--- src/rtl/input_fetch_ctrl.sv ---
// Input-buffer fetch controller: streams `length` words from base_addr onward
// into a 2-entry FIFO and presents them on a valid/ready/last interface.
module input_fetch_ctrl #(
  parameter int DATA_WIDTH = 16,
  parameter int ADDR_WIDTH = 8,
  parameter int LEN_WIDTH  = 9
) (
  input  logic                  clk,
  input  logic                  rst_n,
  input  logic                  start,
  input  logic [ADDR_WIDTH-1:0] base_addr,
  input  logic [LEN_WIDTH-1:0]  length,
  output logic                  busy,
  output logic                  done,
  output logic                  buf_rd_en,
  output logic [ADDR_WIDTH-1:0] buf_rd_addr,
  input  logic [DATA_WIDTH-1:0] buf_rd_data,
  input  logic                  buf_rd_valid,
  output logic [DATA_WIDTH-1:0] out_data,
  output logic                  out_valid,
  input  logic                  out_ready,
  output logic                  out_last
);

  localparam logic [1:0] S_IDLE  = 2'd0;
  localparam logic [1:0] S_FETCH = 2'd1;
  localparam logic [1:0] S_DRAIN = 2'd2;
  localparam logic [1:0] S_DONE  = 2'd3;

  logic [1:0]            r_state;
  logic [ADDR_WIDTH-1:0] r_addr;
  logic [LEN_WIDTH-1:0]  r_len;
  logic [LEN_WIDTH-1:0]  r_rd_cnt;
  logic [LEN_WIDTH-1:0]  r_out_cnt;
  logic [DATA_WIDTH-1:0] r_mem [2];
  logic                  r_wr_ptr;
  logic                  r_rd_ptr;
  logic [1:0]            r_count;
  logic                  r_inflight;

  logic       w_busy;
  logic       w_not_empty;
  logic       w_pop;
  logic       w_push;
  logic [2:0] w_occ;
  logic       w_issue;
  logic       w_last_rd;
  logic       w_last_out;

  assign w_busy      = (r_state == S_FETCH) || (r_state == S_DRAIN);
  assign w_not_empty = (r_count != 2'd0);
  assign w_pop       = w_not_empty && out_ready;
  assign w_push      = buf_rd_valid && w_busy;
  // Buffered + in-flight words after this cycle's pop; a read needs a free slot.
  assign w_occ       = ({1'b0, r_count} + {2'b00, r_inflight}) - {2'b00, w_pop};
  assign w_issue     = (r_state == S_FETCH) && (w_occ < 3'd2);
  assign w_last_rd   = (r_rd_cnt == (r_len - LEN_WIDTH'(1)));
  assign w_last_out  = (r_out_cnt == (r_len - LEN_WIDTH'(1)));

  assign busy        = w_busy;
  assign done        = (r_state == S_DONE);
  assign buf_rd_en   = w_issue;
  assign buf_rd_addr = r_addr;
  assign out_valid   = w_not_empty;
  assign out_data    = w_not_empty ? r_mem[r_rd_ptr] : {DATA_WIDTH{1'b0}};
  assign out_last    = w_not_empty && w_last_out;

  // Control FSM, read address and read counter.
  always_ff @(posedge clk) begin
    if (!rst_n) begin
      r_state  <= S_IDLE;
      r_addr   <= {ADDR_WIDTH{1'b0}};
      r_len    <= {LEN_WIDTH{1'b0}};
      r_rd_cnt <= {LEN_WIDTH{1'b0}};
    end else begin
      case (r_state)
        S_IDLE: begin
          if (start) begin
            r_len    <= length;
            r_addr   <= base_addr;
            r_rd_cnt <= {LEN_WIDTH{1'b0}};
            r_state  <= (length == {LEN_WIDTH{1'b0}}) ? S_DONE : S_FETCH;
          end
        end
        S_FETCH: begin
          if (w_issue) begin
            r_addr   <= r_addr + ADDR_WIDTH'(1);
            r_rd_cnt <= r_rd_cnt + LEN_WIDTH'(1);
            if (w_last_rd) begin
              r_state <= S_DRAIN;
            end
          end
        end
        S_DRAIN: begin
          if (w_pop && w_last_out) begin
            r_state <= S_DONE;
          end
        end
        S_DONE: begin
          r_state <= S_IDLE;
        end
        default: begin
          r_state <= S_IDLE;
        end
      endcase
    end
  end

  // Output word counter, cleared when a new transfer is accepted.
  always_ff @(posedge clk) begin
    if (!rst_n) begin
      r_out_cnt <= {LEN_WIDTH{1'b0}};
    end else if ((r_state == S_IDLE) && start) begin
      r_out_cnt <= {LEN_WIDTH{1'b0}};
    end else if (w_pop) begin
      r_out_cnt <= r_out_cnt + LEN_WIDTH'(1);
    end
  end

  // FIFO pointers, occupancy and the single outstanding-read flag.
  always_ff @(posedge clk) begin
    if (!rst_n) begin
      r_wr_ptr   <= 1'b0;
      r_rd_ptr   <= 1'b0;
      r_count    <= 2'd0;
      r_inflight <= 1'b0;
    end else begin
      r_inflight <= w_issue;
      if (w_push) begin
        r_wr_ptr <= ~r_wr_ptr;
      end
      if (w_pop) begin
        r_rd_ptr <= ~r_rd_ptr;
      end
      case ({w_push, w_pop})
        2'b10:   r_count <= r_count + 2'd1;
        2'b01:   r_count <= r_count - 2'd1;
        default: r_count <= r_count;
      endcase
    end
  end

  // FIFO storage carries no reset; the pointers alone define its contents.
  always_ff @(posedge clk) begin
    if (w_push) begin
      r_mem[r_wr_ptr] <= buf_rd_data;
    end
  end

endmodule

--- config.mk ---
export PLATFORM = sky130hd
export DESIGN_NAME = input_fetch_ctrl
export DESIGN_NICKNAME = d
export VERILOG_FILES = /design/src/rtl/input_fetch_ctrl.sv
export SDC_FILE = /design/constraint.sdc
export NUM_CORES = 1
export LEC_CHECK = 0
export ABC_CLOCK_PERIOD_IN_PS = 4100
export BUFFER_PORTS_ARGS = -buffer_cell sky130_fd_sc_hd__clkbuf_2
export CORE_MARGIN = 2
export CORE_UTILIZATION = 50
export CTS_BUF_LIST = sky130_fd_sc_hd__clkbuf_8 sky130_fd_sc_hd__clkbuf_16
export DETAILED_ROUTE_END_ITERATION = 6
export MAX_ROUTING_LAYER = met4
export PLACE_DENSITY = 0.71
export SETUP_SLACK_MARGIN = 0.05
export SYNTH_ARGS = -nofsm -noshare
export SYNTH_HDL_FRONTEND = slang
export SYNTH_SLANG_ARGS = --single-unit
--- constraint.sdc ---
create_clock -name clk -period 4.1 [get_ports clk]
set_input_delay 0.82 -clock clk [delete_from_list [all_inputs] [get_ports clk]]
set_output_delay 0.82 -clock clk [all_outputs]
set_load 0.02 [all_outputs]
==> results of run 1 <==
==> final cells by class <==
class                      instances  area, µm²  area share (%)
clock buffer                       9        124            2.77
clock inverter                     7       68.8            1.54
inverter                          18       67.6            1.51
multi-input combinational        287       1910            42.6
sequential                        75       1820            40.8
tap                              102        128            2.86
timing repair buffer              69        353            7.90
==> sequential cells by signal (all words and copies together) (netlist names), named ones only <==
register,flops
buf_rd_addr,8
r_count,2
r_inflight,1
r_len,9
r_mem,32
r_out_cnt,9
r_rd_cnt,9
r_rd_ptr,1
r_state,2
r_wr_ptr,1
==> worst reg2reg max path, cell delays in order (launching register included) <==
cell and delay, ns:
dfxtp_1 0.35, nor2_1 0.27, inv_1 0.09, nand2_1 0.16
clkinv_1 0.14, ha_1 0.28, nor2b_1 0.15, fa_1 0.46
nand3b_1 0.27, nand2_1 0.13, o21ai_1 0.33, a21oi_1 0.29
o22ai_1 0.10, and2_1 0.19
==> through the flow <==
stage          worst slack, ns  utilization, %  hold WS [ns]  total power, µW  cells
3_3_place_gp             0.727            55.9         0.491             2300    551
2_1_floorplan            0.757               -         0.477             2020    398
3_5_place_dp             0.595            55.9         0.500             2340    551
5_1_grt                  0.192            58.4         0.555             3070    567
4_1_cts                  0.424            58.4         0.511             2890    567
6_report                 0.438            58.4         0.512             2870    567
==> power by group <==
part,leakage (µW),internal [µW],switching [µW]
clock,0.000102,280,269
sequential,0.000642,931,144
combinational,0.000994,488,753
==> Yosys cell counts, types with 8 or more instances <==
| cell | instances |
|---|---|
| nor2_1 | 51 |
| dfxtp_1 | 43 |
| nand2_1 | 43 |
| edfxtp_1 | 32 |
| a21oi_1 | 25 |
| xor2_1 | 21 |
| mux2i_1 | 19 |
| xnor2_1 | 19 |
| inv_1 | 17 |
| clkbuf_1 | 11 |
| ha_1 | 11 |
| and2_1 | 8 |
| nor3_1 | 8 |
| o21ai_0 | 8 |
==> logic make-up after synthesis <==
kind of cell	Yosys count
fa+ha+maj	12
xor+xnor	41
mux	19
simple gates	153
buf+inv	36
compound gates	62
flops	75
==> how the worst min path moves through the flow <==
stage                  from            to  slack, ns  cells after the start
2_1_floorplan  r_out_cnt[1]  r_out_cnt[1]       0.48                      2
4_1_cts        r_out_cnt[1]  r_out_cnt[1]       0.51                      2
5_1_grt            r_len[7]      r_len[7]       0.55                      2
3_5_place_dp   r_out_cnt[1]  r_out_cnt[1]       0.50                      2
6_report       r_out_cnt[1]  r_out_cnt[1]       0.51                      2
3_3_place_gp       r_rd_ptr          flop       0.49                      2
==> layer usage <==
layer	share of wire (%)	global-route usage, %	vias to the layer above
li1	-	-	1502
met1	47	25.5	1422
met4	1.2	5.22	0
met5	0	-	-
met3	4.2	4.60	8
met2	48	35.1	61
==> results.py, run 1 <==
metrics = {
    "global_route": {
        "track_usage_pct": 20.8,
        "grt_pass1_vias": 2937,
        "antenna_found_initial": 0,
        "grt_overflow": 0,
        "grt_max_degree": 23,
        "grt_pass1_wl_mm": 13.7,
    },
    "timing": {
        "drv_slew": 0,
        "tightestPinTransition_ns": 0.973,
        "final.period_utilization_pct": 89.3,
        "setup_violations": 0,
        "fin_skew_ns": 0.0113,
        "final_hold_viol_count": 0,
        "max_freq_mhz": 273,
        "rsz0062_at_grt": "false",
        "maxSlewHeadroom_pct": 34.7,
        "setup_tns_ns": 0,
        "period_needed_ns": 3.66,
    },
    "floorplan": {
        "coreArea_um2": 7650,
        "die_h_um": 92.2,
        "rows": 32,
        "dieArea_um2": 8500,
        "start_util_pct": 50.8,
        "fp.dieW_um": 92.2,
        "ios": 67,
    },
    "detailed_routing": {
        "first_pass_iters": 4,
        "num_vias": 2993,
        "drt_first_iter_violations": 115,
        "viasPerCell": 5.28,
        "drc": 0,
        "ant_nets": 0,
        "wl_mm": 7.96,
        "wl_per_cell_um": 14.0,
    },
    "worst_setup_path": {
        "r2r_start": "r_count[0]",
        "worstPathRequired_ns": 3.28,
        "cp_num_buf_inv": 3,
        "cp_max_fo": 4,
        "path_common_cell": "nor2b_1",
        "startpoint": "r_count[0]",
        "worst_r2r_endpoint": "buf_rd_addr[7]",
        "worst_setup_path_end_kind": "output port",
        "critPathSlowestCell": "fa_1",
        "crit_end": "buf_rd_en",
        "max_stage_delay_ns": 0.38,
        "crit_family": "simple AND/OR/NAND/NOR gates",
        "ff2ff_setup_slack_ns": 0.77,
        "critical_path.startpoint_type": "flop",
        "crit_type": "reg -> out",
        "crit_arrival_ns": 2.84,
        "rr_worst_depth": 13,
        "path_cells": "nor2_1 -> inv_1 -> nand2_1 -> clkinv_1 -> ha_1 -> nor2b_1 -> fa_1 -> xor2_1 -> nor2b_1 -> and2_1 -> clkbuf_2",
        "cp.depth": 11,
    },
    "logic_synthesis": {
        "yosysTopAreaCellShare_pct": 24.7,
        "yosys_warnings": 0,
        "yosysUniqueCellTypes": 55,
        "yosysTopAreaCell": "edfxtp_1",
        "synth_edf_count": 32,
        "yosysSeqAreaShare_pct": 46.9,
        "yosys_most_used_dff": "dfxtp_1",
        "synth-compound-area-share_pct": 10.9,
        "synth_fp_nets": 448,
        "synth_fa_ha_area_share_pct": 4.06,
        "ys_seq_elements": 75,
        "synth_xor_area_share_pct": 9.62,
        "synth.area.top_cells": "edfxtp_1, dfxtp_1, nor2_1",
        "synth_top_family_by_area": "simple AND/OR/NAND/NOR gates",
        "yosys.area_share.simple_pct": 19.6,
        "async_reset_ff_share_pct": 0,
        "synth.avg_cell_area_um2": 9.77,
        "synth_area_um2": 3890,
        "synth_cells": 398,
        "synth.mux.area_fraction_pct": 4.89,
    },
    "cts": {
        "cts_repair_resize_count": 0,
        "cts_tree": "done",
        "clk_latency_ns": 0.36,
        "clk_pin_slew_worst_paths_ns": 0.08,
        "cts.root.buffer_cell": "clkbuf_8",
        "cts.sinks": 75,
        "clk_path_buf_depth": 2,
        "cts_buffers": 9,
        "htreeDepth": 3,
        "cts_hold_buf": 0,
        "cts_setup_buffers": 0,
    },
    "placement": {
        "io_buffers": 66,
        "post_dp_cell_area_um2": 4280,
        "post-dp-hpwl_mm": 5.97,
        "place_congestion": 0.855,
    },
    "pwr": {
        "power.leakage_uw": 0.00174,
        "vdd_ir_drop_max_uv": 386,
        "powerDensity_nw_per_um2": 641,
    },
    "layout": {
        "diodes": 0,
        "syn2layout_area_growth_pct": 14.9,
        "fin_nets": 510,
        "final_common_cell": "clkbuf_2",
        "final_cell_mix": "clkbuf_2, nor2_1, nand2_1, dfxtp_1, edfxtp_1",
        "drive_gt1_share_pct": 20.2,
        "n_fill_cell": 682,
        "final_area_um2": 4470,
    },
    "flow_run": {
        "drv_cap": 0,
    },
    "status": {
        "status": "finished clean",
    },
    "hold_path": {
        "hold_path_class": "reg -> reg",
    },
}
No activity file was read; power rests on OpenSTA's default activity.
==> inputs of run 2 (changes only) <==
- CORE_MARGIN: 2 -> 1
- CORE_UTILIZATION: 50 -> 55
- PLACE_DENSITY: 0.71 -> 0.77
==> run 2 against run 1 <==
Clock skew shrank 0.0031 ns. Fmax grew 0.33%. Highest routed layer unchanged. Non-clock buffer count is the same. Critical endpoint is now out_last. Die area shrank 13%.
==> results.py, run 2 (synthesized netlist as in run 1, its figures left out) <==
metrics = {
    "pwr": {
        "powerDensity_nw_per_um2": 646,
        "swShare_pct": 40.9,
        "vdd_ir_drop_max_uv": 490,
        "combPwrFrac_pct": 42.9,
        "p_switching_uw": 1180,
        "power.share.sequential_pct": 37.3,
        "clock_power_share_pct": 19.9,
        "p_int_uw": 1700,
        "power.leakage_uw": 0.00174,
    },
    "timing": {
        "tightestPinTransition_ns": 0.933,
        "final.period_utilization_pct": 89.0,
        "max_freq_mhz": 274,
        "fin_skew_ns": 0.00829,
        "period_needed_ns": 3.65,
        "drv_slew": 0,
        "holdWs_ns": 0.538,
        "setup_tns_ns": 0,
        "rsz0062_at_grt": "false",
        "maxSlewHeadroom_pct": 37.7,
        "final_hold_viol_count": 0,
        "setup_violations": 0,
    },
    "global_route": {
        "grt_pass1_wl_mm": 13.1,
        "grt_max_degree": 23,
        "grt_overflow": 0,
        "grt_pass1_vias": 2883,
        "track_usage_pct": 23.5,
        "antenna_found_initial": 0,
    },
    "placement": {
        "place_inst": 545,
        "io_buffers": 66,
        "place_congestion": 0.842,
        "post-dp-hpwl_mm": 5.87,
    },
    "worst_setup_path": {
        "crit_family": "flip-flops",
        "critPathSlowestCell": "dfxtp_1",
        "crit_arrival_ns": 2.83,
        "cp_max_fo": 9,
        "path_cells": "inv_1 -> ha_1 -> nand2b_1 -> a211o_1 -> a31oi_1 -> o211ai_1 -> nor4_1 -> clkbuf_2",
        "cp_num_buf_inv": 2,
        "max_stage_delay_ns": 0.60,
        "critical_path.startpoint_type": "flop",
        "crit_type": "reg -> out",
        "worstPathRequired_ns": 3.28,
        "worst_setup_path_end_kind": "output port",
    },
    "detailed_routing": {
        "first_pass_iters": 5,
        "wl_per_cell_um": 14.1,
        "viasPerCell": 5.34,
        "drc": 0,
        "drt_first_iter_violations": 129,
        "num_vias": 2995,
        "ant_nets": 0,
        "wl_mm": 7.90,
    },
    "floorplan": {
        "die_h_um": 86.1,
        "coreArea_um2": 6790,
        "dieArea_um2": 7410,
        "rows": 30,
        "fp.dieW_um": 86.1,
        "start_util_pct": 57.2,
        "ios": 67,
    },
    "layout": {
        "syn2layout_area_growth_pct": 14.9,
        "stdcell_count": 561,
        "fin_nets": 510,
        "largest_reg_flops": 32,
        "top_register": "r_mem",
        "n_fill_cell": 580,
        "final_cell_mix": "clkbuf_2, nor2_1, nand2_1, dfxtp_1, edfxtp_1",
        "diodes": 0,
        "final_common_cell": "clkbuf_2",
        "drive_gt1_share_pct": 20.4,
    },
    "cts": {
        "htreeDepth": 3,
        "cts_setup_buffers": 0,
        "cts_hold_buf": 0,
        "clk_path_buf_depth": 2,
        "clk_pin_slew_worst_paths_ns": 0.08,
        "cts_buffers": 9,
        "cts.root.buffer_cell": "clkbuf_8",
        "cts.sinks": 75,
        "cts_tree": "done",
        "clk_latency_ns": 0.35,
        "cts_repair_resize_count": 0,
    },
    "flow_run": {
        "drv_cap": 0,
    },
    "hold_path": {
        "hold_path_class": "reg -> reg",
    },
    "status": {
        "status": "finished clean",
    },
}
## run 2: cell count changes in the layout (fill, tap and decap cells not counted), sizes merged
| cell | before | now |
|---|---|---|
| clkinv | 5 | 4 |
| inv | 19 | 20 |
## run 2: tightest hold or removal path: cells and delay by family (launching register included)
family	cells	cell delay, ns
and+or+nand+nor	1	0.08
AOI/OAI and AO/OA	1	0.06
DFF	1	0.35
## run 2: per-stage QoR
step / worst slack (ns) / area, µm² / utilization [%] / power (µW)
2_1_floorplan: 0.757 / 3890 / - / 2020
6_report: 0.450 / 4470 / 65.8 / 2890
4_1_cts: 0.434 / 4470 / 65.8 / 2910
3_3_place_gp: 0.764 / 4270 / 62.8 / 2290
3_5_place_dp: 0.693 / 4270 / 62.8 / 2330
5_1_grt: 0.216 / 4470 / 65.8 / 3070
## run 2: layout make-up
| class | count | area [µm²] | share of cell area, % |
|---|---|---|---|
| clock buffers | 9 | 124 | 2.77 |
| clock inverters | 7 | 76.3 | 1.71 |
| inverters | 18 | 67.6 | 1.51 |
| multi-input cells | 287 | 1910 | 42.6 |
| flip-flops and latches | 75 | 1820 | 40.8 |
| well taps | 96 | 120 | 2.69 |
| repair buffers | 69 | 353 | 7.90 |
## run 2: power groups by stage
stage,combinational [µW],clock [µW],sequential [µW]
final,1240,573,1080
after global routing,1360,617,1100
after CTS,1250,581,1080
after detailed placement,1240,0,1090
after global placement,1210,0,1080
after floorplan,949,0,1070
## run 2: final timing paths
check	startpoint	end	slack, ns	cells past startpoint
setup / recovery	r_len[0]	out_last	0.45	8
hold / removal	r_out_cnt[1]	r_out_cnt[1]	0.54	2
setup reg to reg	r_count[0]	r_rd_cnt[8]	0.92	13
hold reg to reg	r_out_cnt[1]	r_out_cnt[1]	0.54	2
## run 2: routing by layer
| metal | track usage (%) | up-vias | wire [µm] |
|---|---|---|---|
| met1 | 29.4 | 1407 | 3660 |
| li1 | - | 1507 | - |
| met4 | 8.79 | 0 | 70 |
| met2 | 38.0 | 73 | 3770 |
| met5 | - | - | 0 |
| met3 | 4.33 | 8 | 403 |
==> inputs of run 3 (changes only) <==
- BUFFER_PORTS_ARGS: -buffer_cell sky130_fd_sc_hd__clkbuf_2 -> unset
- DONT_BUFFER_PORTS: unset -> 1
- PLACE_DENSITY: 0.77 -> 0.69
==> run 3 against run 2 <==
First-iteration DRC count down 4.7%. Setup slack worse by 0.072 ns. Combinational power is 13% lower. Utilization shrank 4.9 points. Power decreased by 4.5%. Sequential power up 4%. Critical path type unchanged. Critical endpoint is now buf_rd_en. Largest cell class unchanged.
==> results.py, run 3 (synthesized netlist as in run 1, its figures left out) <==
metrics = {
    "status": {
        "status": "finished clean",
    },
    "worst_setup_path": {
        "critPathSlowestCell": "ha_1",
        "path_cells": "nor2_1 -> inv_1 -> nand2_1 -> clkinv_1 -> ha_1 -> nor2b_1 -> fa_1 -> xor2_1 -> nor2b_1 -> and2_1",
        "r2r_start": "r_count[0]",
        "crit_arrival_ns": 2.90,
        "crit_family": "simple AND/OR/NAND/NOR gates",
        "cp_num_buf_inv": 2,
        "max_stage_delay_ns": 0.38,
        "worstPathRequired_ns": 3.28,
        "cp_max_fo": 7,
        "crit_type": "reg -> out",
        "critical_path.startpoint_type": "flop",
        "startpoint": "r_count[0]",
        "path_common_cell": "nor2b_1",
        "worst_setup_path_end_kind": "output port",
    },
    "layout": {
        "final_common_cell": "nor2_1",
        "fin_nets": 445,
        "drive_gt1_share_pct": 7.25,
        "final_cell_mix": "nor2_1, nand2_1, dfxtp_1",
        "n_fill_cell": 587,
        "diodes": 0,
        "syn2layout_area_growth_pct": 6.40,
        "largest_reg_flops": 32,
        "top_register": "r_mem",
    },
    "detailed_routing": {
        "wl_per_cell_um": 15.1,
        "ant_nets": 0,
        "first_pass_iters": 5,
        "num_vias": 2734,
        "wl_mm": 7.49,
        "drt_first_iter_violations": 123,
        "viasPerCell": 5.51,
        "drc": 0,
    },
    "cts": {
        "cts.root.buffer_cell": "clkbuf_8",
        "cts.sinks": 75,
        "cts_hold_buf": 0,
        "cts_setup_buffers": 0,
        "cts_buffers": 9,
        "clk_latency_ns": 0.35,
        "clk_path_buf_depth": 2,
        "cts_repair_resize_count": 0,
        "clk_pin_slew_worst_paths_ns": 0.08,
        "cts_tree": "done",
        "htreeDepth": 3,
    },
    "timing": {
        "setup_tns_ns": 0,
        "holdWs_ns": 0.526,
        "rsz0062_at_grt": "false",
        "final_hold_viol_count": 0,
        "maxSlewHeadroom_pct": 34.1,
        "setup_violations": 0,
        "tightestPinTransition_ns": 0.981,
        "max_freq_mhz": 269,
        "drv_slew": 0,
        "period_needed_ns": 3.72,
        "fin_skew_ns": 0.00773,
        "final.period_utilization_pct": 90.8,
    },
    "floorplan": {
        "fp.dieW_um": 86.1,
        "rows": 30,
        "coreArea_um2": 6790,
        "start_util_pct": 57.2,
        "dieArea_um2": 7410,
        "ios": 67,
        "die_h_um": 86.1,
    },
    "global_route": {
        "grt_pass1_wl_mm": 12.2,
        "antenna_found_initial": 0,
        "grt_overflow": 0,
        "track_usage_pct": 22.4,
        "grt_pass1_vias": 2598,
        "grt_max_degree": 23,
    },
    "pwr": {
        "power.leakage_uw": 0.00146,
        "finalPower_uw": 2760,
        "powerDensity_nw_per_um2": 666,
        "vdd_ir_drop_max_uv": 448,
    },
    "hold_path": {
        "hold_start": "r_rd_ptr",
        "hold_path_class": "reg -> reg",
    },
    "placement": {
        "io_buffers": 0,
        "place_congestion": 0.860,
        "post-dp-hpwl_mm": 5.47,
    },
    "flow_run": {
        "drv_cap": 0,
    },
}
==> run 3: area by class of cell <==
cell class                 instances  area (µm²)  area share, %
tap                               96         120           2.90
multi-input combinational        287        1910           46.1
timing repair buffer               4        30.0          0.726
clock inverter                     7        67.6           1.63
inverter                          18        67.6           1.63
sequential                        75        1820           44.0
clock buffer                       9         124           2.99
==> run 3: worst register-to-register path: cells and delay by family, from the launching register on <==
kind                       cells  cell delay [ns]
and+or+nand+nor                6             1.31
adders and majority gates      2             0.83
AOI/OAI and AO/OA              2             0.47
buffers and inverters          2             0.37
DFF                            1             0.35
==> run 3: final timing paths <==
path / end / slack, ns / cells after the start
worst min-delay path: flop / 0.53 / 2
worst min register to register: flop / 0.53 / 2
worst max register to register: r_rd_cnt[3] / 0.71 / 12
worst max-delay path: buf_rd_en / 0.38 / 10
==> run 3: power breakdown <==
group | internal (µW) | switching [µW]
combinational | 414 | 666
clock | 280 | 275
sequential | 930 | 191
total | 1620 | 1130
==> run 3: through the flow <==
step,instance area [µm²],instances,util [%],worst slack [ns]
5_1_grt,4140,496,60.9,0.175
3_5_place_dp,3950,480,58.1,0.548
6_report,4140,496,60.9,0.378
3_3_place_gp,3950,480,58.1,0.700
2_1_floorplan,3890,398,-,0.757
4_1_cts,4140,496,60.9,0.372
==> run 3: per-layer routing <==
layer / GRT usage, % / wire (µm) / part of all wire, % / vias to the layer above
li1: - / - / - / 1372
met1: 27.9 / 3540 / 47 / 1292
met2: 34.8 / 3480 / 47 / 62
met3: 5.97 / 363 / 4.8 / 8
met4: 8.64 / 93 / 1.2 / 0
met5: - / 0 / 0 / -
